==> src/rtl/z_pkg.sv <==
// Shared types and helpers for the Z accumulator writer.
package z_pkg;

  typedef enum logic [1:0] {
    IDLE  = 2'd0,
    ACCUM = 2'd1,
    WRITE = 2'd2,
    DONE  = 2'd3
  } z_acc_state_e;

  // Bit patterns of the signed extremes for a given width, taken from the low w bits.
  function automatic logic [63:0] s_max(input int w);
    return (64'd1 << (w - 1)) - 64'd1;
  endfunction

  function automatic logic [63:0] s_min(input int w);
    return 64'd1 << (w - 1);
  endfunction

endpackage

==> src/rtl/z_sat_add.sv <==
// Combinational signed adder: saturating when Z_ACC_SAT_EN is defined, wrapping otherwise.
module z_sat_add #(
  parameter int W = 16
) (
  input  logic signed [W-1:0] a,
  input  logic signed [W-1:0] b,
  output logic signed [W-1:0] sum,
  output logic                ovf
);
  import z_pkg::*;

  logic signed [W-1:0] raw;

`ifdef Z_ACC_SAT_EN
  localparam logic [W-1:0] SMAX = W'(s_max(W));
  localparam logic [W-1:0] SMIN = W'(s_min(W));
  logic ovf_raw;

  always_comb begin
    raw     = a + b;
    // Overflow only when both operands share a sign that the result lost.
    ovf_raw = (a[W-1] == b[W-1]) && (raw[W-1] != a[W-1]);
    sum     = ovf_raw ? (a[W-1] ? SMIN : SMAX) : raw;
    ovf     = ovf_raw;
  end
`else
  always_comb begin
    raw = a + b;
    sum = raw;
    ovf = 1'b0;
  end
`endif

endmodule

==> src/rtl/z_accum_writer.sv <==
// Sums num_keys signed products per query and writes each Z_j to the Z memory.
// Z_ACC_SAT_EN selects saturating adds with a sticky sat_flag; default build wraps.
module z_accum_writer import z_pkg::*; #(
  parameter int PROD_WIDTH      = 16,
  parameter int MAX_NUM_QUERIES = 256,
  parameter int ADDR_WIDTH      = $clog2(MAX_NUM_QUERIES),
  parameter int MAX_NUM_KEYS    = 256,
  parameter int KEY_W           = $clog2(MAX_NUM_KEYS) + 1
) (
  input  logic                         clk,
  input  logic                         rst_,
  input  logic                         start,
  input  logic [ADDR_WIDTH:0]          num_queries,
  input  logic [KEY_W-1:0]             num_keys,
  input  logic                         prod_valid,
  output logic                         prod_ready,
  input  logic signed [PROD_WIDTH-1:0] prod_data,
  output logic [ADDR_WIDTH-1:0]        z_addr,
  output logic signed [PROD_WIDTH-1:0] z_wdata,
  output logic                         z_rw_,
  output logic                         busy,
  output logic                         done,
  output logic                         sat_flag,
  output z_acc_state_e                 state_dbg
);

  // Handshake: a product transfers on a rising edge where prod_valid && prod_ready;
  // prod_ready is registered and high only in ACCUM, so prod_data must hold until taken.

  z_acc_state_e state, state_nxt;

  logic [ADDR_WIDTH:0]          nq;
  logic [KEY_W-1:0]             nk;
  logic [KEY_W-1:0]             k_cnt;
  logic [ADDR_WIDTH-1:0]        q_idx;
  logic signed [PROD_WIDTH-1:0] acc;
  logic signed [PROD_WIDTH-1:0] sum;
  logic                         ovf;
  logic                         hs;
  logic                         k_last;
  logic                         q_last;

  logic                         ready_d;
  logic                         busy_d;
  logic                         done_d;
  logic                         rw_d;
  logic [ADDR_WIDTH-1:0]        addr_d;
  logic signed [PROD_WIDTH-1:0] wdata_d;

  z_sat_add #(.W(PROD_WIDTH)) u_add (
    .a   (acc),
    .b   (prod_data),
    .sum (sum),
    .ovf (ovf)
  );

  assign hs        = prod_valid && prod_ready;
  assign k_last    = (k_cnt == nk - KEY_W'(1));
  assign q_last    = ({1'b0, q_idx} == nq - (ADDR_WIDTH + 1)'(1));
  assign state_dbg = state;

  always_ff @(posedge clk or negedge rst_) begin
    if (!rst_) state <= IDLE;
    else       state <= state_nxt;
  end

  always_comb begin
    state_nxt = state;
    case (state)
      IDLE: begin
        if (start) begin
          if (num_queries == '0)   state_nxt = DONE;
          else if (num_keys == '0) state_nxt = WRITE;
          else                     state_nxt = ACCUM;
        end
      end
      ACCUM: if (hs && k_last) state_nxt = WRITE;
      WRITE: begin
        if (q_last)          state_nxt = DONE;
        else if (nk == '0)   state_nxt = WRITE;
        else                 state_nxt = ACCUM;
      end
      DONE:    state_nxt = IDLE;
      default: state_nxt = IDLE;
    endcase
  end

  // Outputs are computed from the next state so every port comes straight off a flop.
  always_comb begin
    ready_d = (state_nxt == ACCUM);
    busy_d  = (state_nxt == ACCUM) || (state_nxt == WRITE);
    done_d  = (state_nxt == DONE);
    rw_d    = (state_nxt != WRITE);
    addr_d  = z_addr;
    wdata_d = z_wdata;
    if (state_nxt == WRITE) begin
      case (state)
        IDLE:    addr_d = '0;
        WRITE:   addr_d = q_idx + ADDR_WIDTH'(1);
        default: addr_d = q_idx;
      endcase
      wdata_d = (state == ACCUM) ? sum : '0;
    end
  end

  always_ff @(posedge clk or negedge rst_) begin
    if (!rst_) begin
      prod_ready <= 1'b0;
      z_addr     <= '0;
      z_wdata    <= '0;
      z_rw_      <= 1'b1;
      busy       <= 1'b0;
      done       <= 1'b0;
      sat_flag   <= 1'b0;
      nq         <= '0;
      nk         <= '0;
      k_cnt      <= '0;
      q_idx      <= '0;
      acc        <= '0;
    end else begin
      prod_ready <= ready_d;
      z_addr     <= addr_d;
      z_wdata    <= wdata_d;
      z_rw_      <= rw_d;
      busy       <= busy_d;
      done       <= done_d;
      case (state)
        IDLE: begin
          if (start) begin
            nq       <= num_queries;
            nk       <= num_keys;
            acc      <= '0;
            k_cnt    <= '0;
            q_idx    <= '0;
            sat_flag <= 1'b0;
          end
        end
        ACCUM: begin
          if (hs) begin
            acc   <= sum;
            k_cnt <= k_cnt + KEY_W'(1);
            if (ovf) sat_flag <= 1'b1;
          end
        end
        WRITE: begin
          acc   <= '0;
          k_cnt <= '0;
          q_idx <= q_idx + ADDR_WIDTH'(1);
        end
        default: ;
      endcase
    end
  end

endmodule

==> config.mk <==
export PLATFORM = sky130hd
export DESIGN_NAME = z_accum_writer
export DESIGN_NICKNAME = d
export VERILOG_FILES = /design/src/rtl/z_pkg.sv /design/src/rtl/z_sat_add.sv /design/src/rtl/z_accum_writer.sv
export SDC_FILE = /design/constraint.sdc
export NUM_CORES = 1
export LEC_CHECK = 0
export ABC_CLOCK_PERIOD_IN_PS = 6500
export CAP_MARGIN = 10
export CELL_PAD_IN_SITES_DETAIL_PLACEMENT = 2
export CELL_PAD_IN_SITES_GLOBAL_PLACEMENT = 2
export CORE_MARGIN = 1.5
export CORE_UTILIZATION = 35
export DETAILED_ROUTE_END_ITERATION = 8
export MAX_ROUTING_LAYER = met4
export PLACE_DENSITY = 0.86
export SLEW_MARGIN = 20
export SYNTH_ARGS = -nofsm -noshare
export SYNTH_HDL_FRONTEND = slang
export SYNTH_SLANG_ARGS = --single-unit
==> constraint.sdc <==
create_clock -name clk -period 6.5 [get_ports clk]
set_input_delay 0.65 -clock clk [delete_from_list [all_inputs] [get_ports clk]]
set_output_delay 0.65 -clock clk [all_outputs]
set_load 0.02 [all_outputs]
==> flow_summary.toml <==
[run_status]
status = "finished, final reports clean"

[route]
ant_nets = 0
firstDrtPassIters = 4
drt-total-wl_mm = 14.13
drc = 0
wire_per_inst_um = 19.22
vias_per_cell = 5.461
drtIter0Drc = 160
num_vias = 4014

[critical_path]
cp-startpoint = "state_dbg[0]$_DFF_PN0_"
cp_max_fo = 25
cp_data_required_time_ns = 6.72
r2r_start = "state_dbg[0]$_DFF_PN0_"
endpoint = "z_addr[7]$_DFFE_PN0N_"
critPathKind = "flip-flop to flip-flop"
worstPathArrival_ns = 4.14
crit-reg2reg-capture = "z_addr[7]$_DFFE_PN0N_"
r2r_setup_slack_ns = 2.58
critPathLaunchType = "flip-flop"
reg2reg_depth = 9
end_kind = "flip-flop"

[synth]
ys_top_cells_by_area = "dfrtp_1 43%, ha_1 5.9%, nand2_1 4.7%"
async_reset_ff_frac = 1.000
synth_area_sq_um = 4674
synth_area_leader_cell = "dfrtp_1"
synth_edf_count = 0
synth_cell_types = 61
postSynthAreaPerCell_sq_um = 9.443
synth_cells = 495
synth_top_area_share = 0.4283
synth_seq_cells = 81
yosysWarnings = 0
synth_fp_nets = 556
seq_area_frac_synth = 0.4339
synthFlopType = "dfrtp_1"

[finish]
diodes = 0
fin_area_sq_um = 5813
final_common_cell = "dfrtp_1"
nets = 615
final.fill_count = 1429
fin_util = 0.4425
drive_gt1_frac = 0.07513
mostFrequentLayoutCells = "80 x dfrtp_1, 66 x clkdlybuf4s50_1, 58 x nand2_1"
area_delta_synth_final_pct = 24.36

[clock_tree]
h-tree-depth = 3
hold_buffers = 0
clk_pin_slew_ns = 0.06
cts_buffer_depth = 2
cts_tree = "yes"
cts_buffers = 9
post_cts_buffers = 0
insertion_delay_ns = 0.34
root_buffer = "clkbuf_16"
clock_sinks = 81
cts_resized = 0

[run]
cap_violations = 0

[placement]
place.gp.congestion = 0.8409
port_buffers = 67
dp_slack_ns = 2.341
postPlaceCellArea_sq_um = 5497
dp_hpwl_mm = 10.49

[global_route]
antenna_found_initial = 0
grt_pass1_wl_mm = 23.64
grt_use_total = 0.2186
grt_max_degree = 82
grt_pass1_vias = 4437
grt_overflow_total = 0

[sta]
rsz0062_at_grt = "false"
max_freq_mhz = 254.9
min_period_ns = 3.924
maxSlewViolCount = 0
fin_skew_ns = 0.002786
relSlewSlack = 0.3163
tns_ns = 0
fin_crit_sh = 0.6036
worst_slew_pin_slew_ns = 1.022
hold_viol = 0
setup_viol = 0
postLayoutSetupSlackWorst_ns = 2.576

[die]
die_w_um = 118.6
pin_count = 69
coreArea_sq_um = 13140
die_h_um = 118.6
dieArea_sq_um = 14060
rows = 42
initial_core_util = 0.3558

[power]
leakage_nw = 2.548
vdd_drop_max_mv = 0.1608
pwr_density_cell_nw_per_um2 = 405.2

[hold_path]
hold_path.class = "input port to asynchronous set/reset pin"
-- Yosys cell counts (all sizes together) (2+ instances only) --
cell type and count:
dfrtp 80, nor3 12, a21oi 21, nand4 4, o2bb2ai 9, mux2 15, nand3 20, and4 2
nor4 2, nand2 58, a221oi 6, a31oi 4, xnor2 20, nand2b 7, a2111oi 4, a221o 2
or2 3, nor2b 7, xor2 19, nand3b 2, ha 22, a22o 2, o31ai 3, buf 5
clkbuf 16, a21o 15, inv 15, o22ai 2, o21ai 45, nor2 37, or3 4, and3 11
-- critical path: stages (launching register included) --
cell and delay (ns):
dfrtp_1 0.62, nor2b_1 0.72, o2111ai_1 0.21, nor3_1 0.20
nand4_1 0.29, nand3_1 0.21, ha_1 0.54, inv_1 0.54
a221oi_1 0.39, nor2_1 0.07
-- per-stage QoR --
stage	total power, mW	hold slack, ns	instances
2_1_floorplan	1.492	0.3544	495
3_3_place_gp	1.734	0.4700	719
3_5_place_dp	1.819	0.4887	719
4_1_cts	2.384	0.5016	735
5_1_grt	2.540	0.4029	735
6_report	2.356	0.3369	735
-- layer usage --
layer  vias to the layer above  part of all wire  global-route usage
met4                         0            0.0098             0.05798
met3                        10             0.035             0.03909
met2                        66              0.52              0.3779
met1                      2059              0.44              0.2636
met5                         -                 0                   -
li1                       1879                 -                   -
-- state kept, by name, summed over array words and instances, names as in the netlist --
name        count
k_cnt           9
prod_ready      1
q_idx           8
state_dbg       2
nq              9
z_rw_           1
done            1
z_addr          8
nk              9
z_wdata        16
busy            1
acc            16
-- final cells by class --
cell class / count / area, sq um / share of cell area
Clock inverter: 5 / 80.08 / 0.01378
Clock buffer: 11 / 232.7 / 0.04003
Inverter: 15 / 56.30 / 0.009686
Sequential cell: 81 / 2028 / 0.3489
Multi-Input combinational cell: 378 / 2509 / 0.4316
Tap cell: 176 / 220.2 / 0.03788
Timing Repair Buffer: 69 / 686.9 / 0.1182
-- power breakdown --
group / switching, mW / internal (mW)
Clock: 0.210 / 0.336
Sequential: 0.162 / 0.644
Combinational: 0.565 / 0.438
Total: 0.937 / 1.42
-- cells by family after synthesis --
group / after synthesis / share of synthesized area
XOR/XNOR: 39 / 0.07307
other: 1 / 0.0008022
adder cells (fa/ha/maj): 23 / 0.06317
buffers and inverters: 36 / 0.03051
flip-flops: 81 / 0.4339
AO/OA/AOI/OAI: 125 / 0.1828
AND/OR/NAND/NOR: 174 / 0.1775
multiplexers: 16 / 0.03828
-- how the worst min path moves through the flow --
stage	from	to	slack, ns
after floorplan	rst_	acc[0]$_DFFE_PN0P_	0.35
after global routing	rst_	nq[6]$_DFFE_PN0P_	0.40
after global placement	acc[0]$_DFFE_PN0P_	acc[0]$_DFFE_PN0P_	0.47
final	rst_	nq[6]$_DFFE_PN0P_	0.34
after detailed placement	acc[0]$_DFFE_PN0P_	acc[0]$_DFFE_PN0P_	0.49
after CTS	acc[0]$_DFFE_PN0P_	acc[0]$_DFFE_PN0P_	0.50
Power figures use the tool's default switching activity.
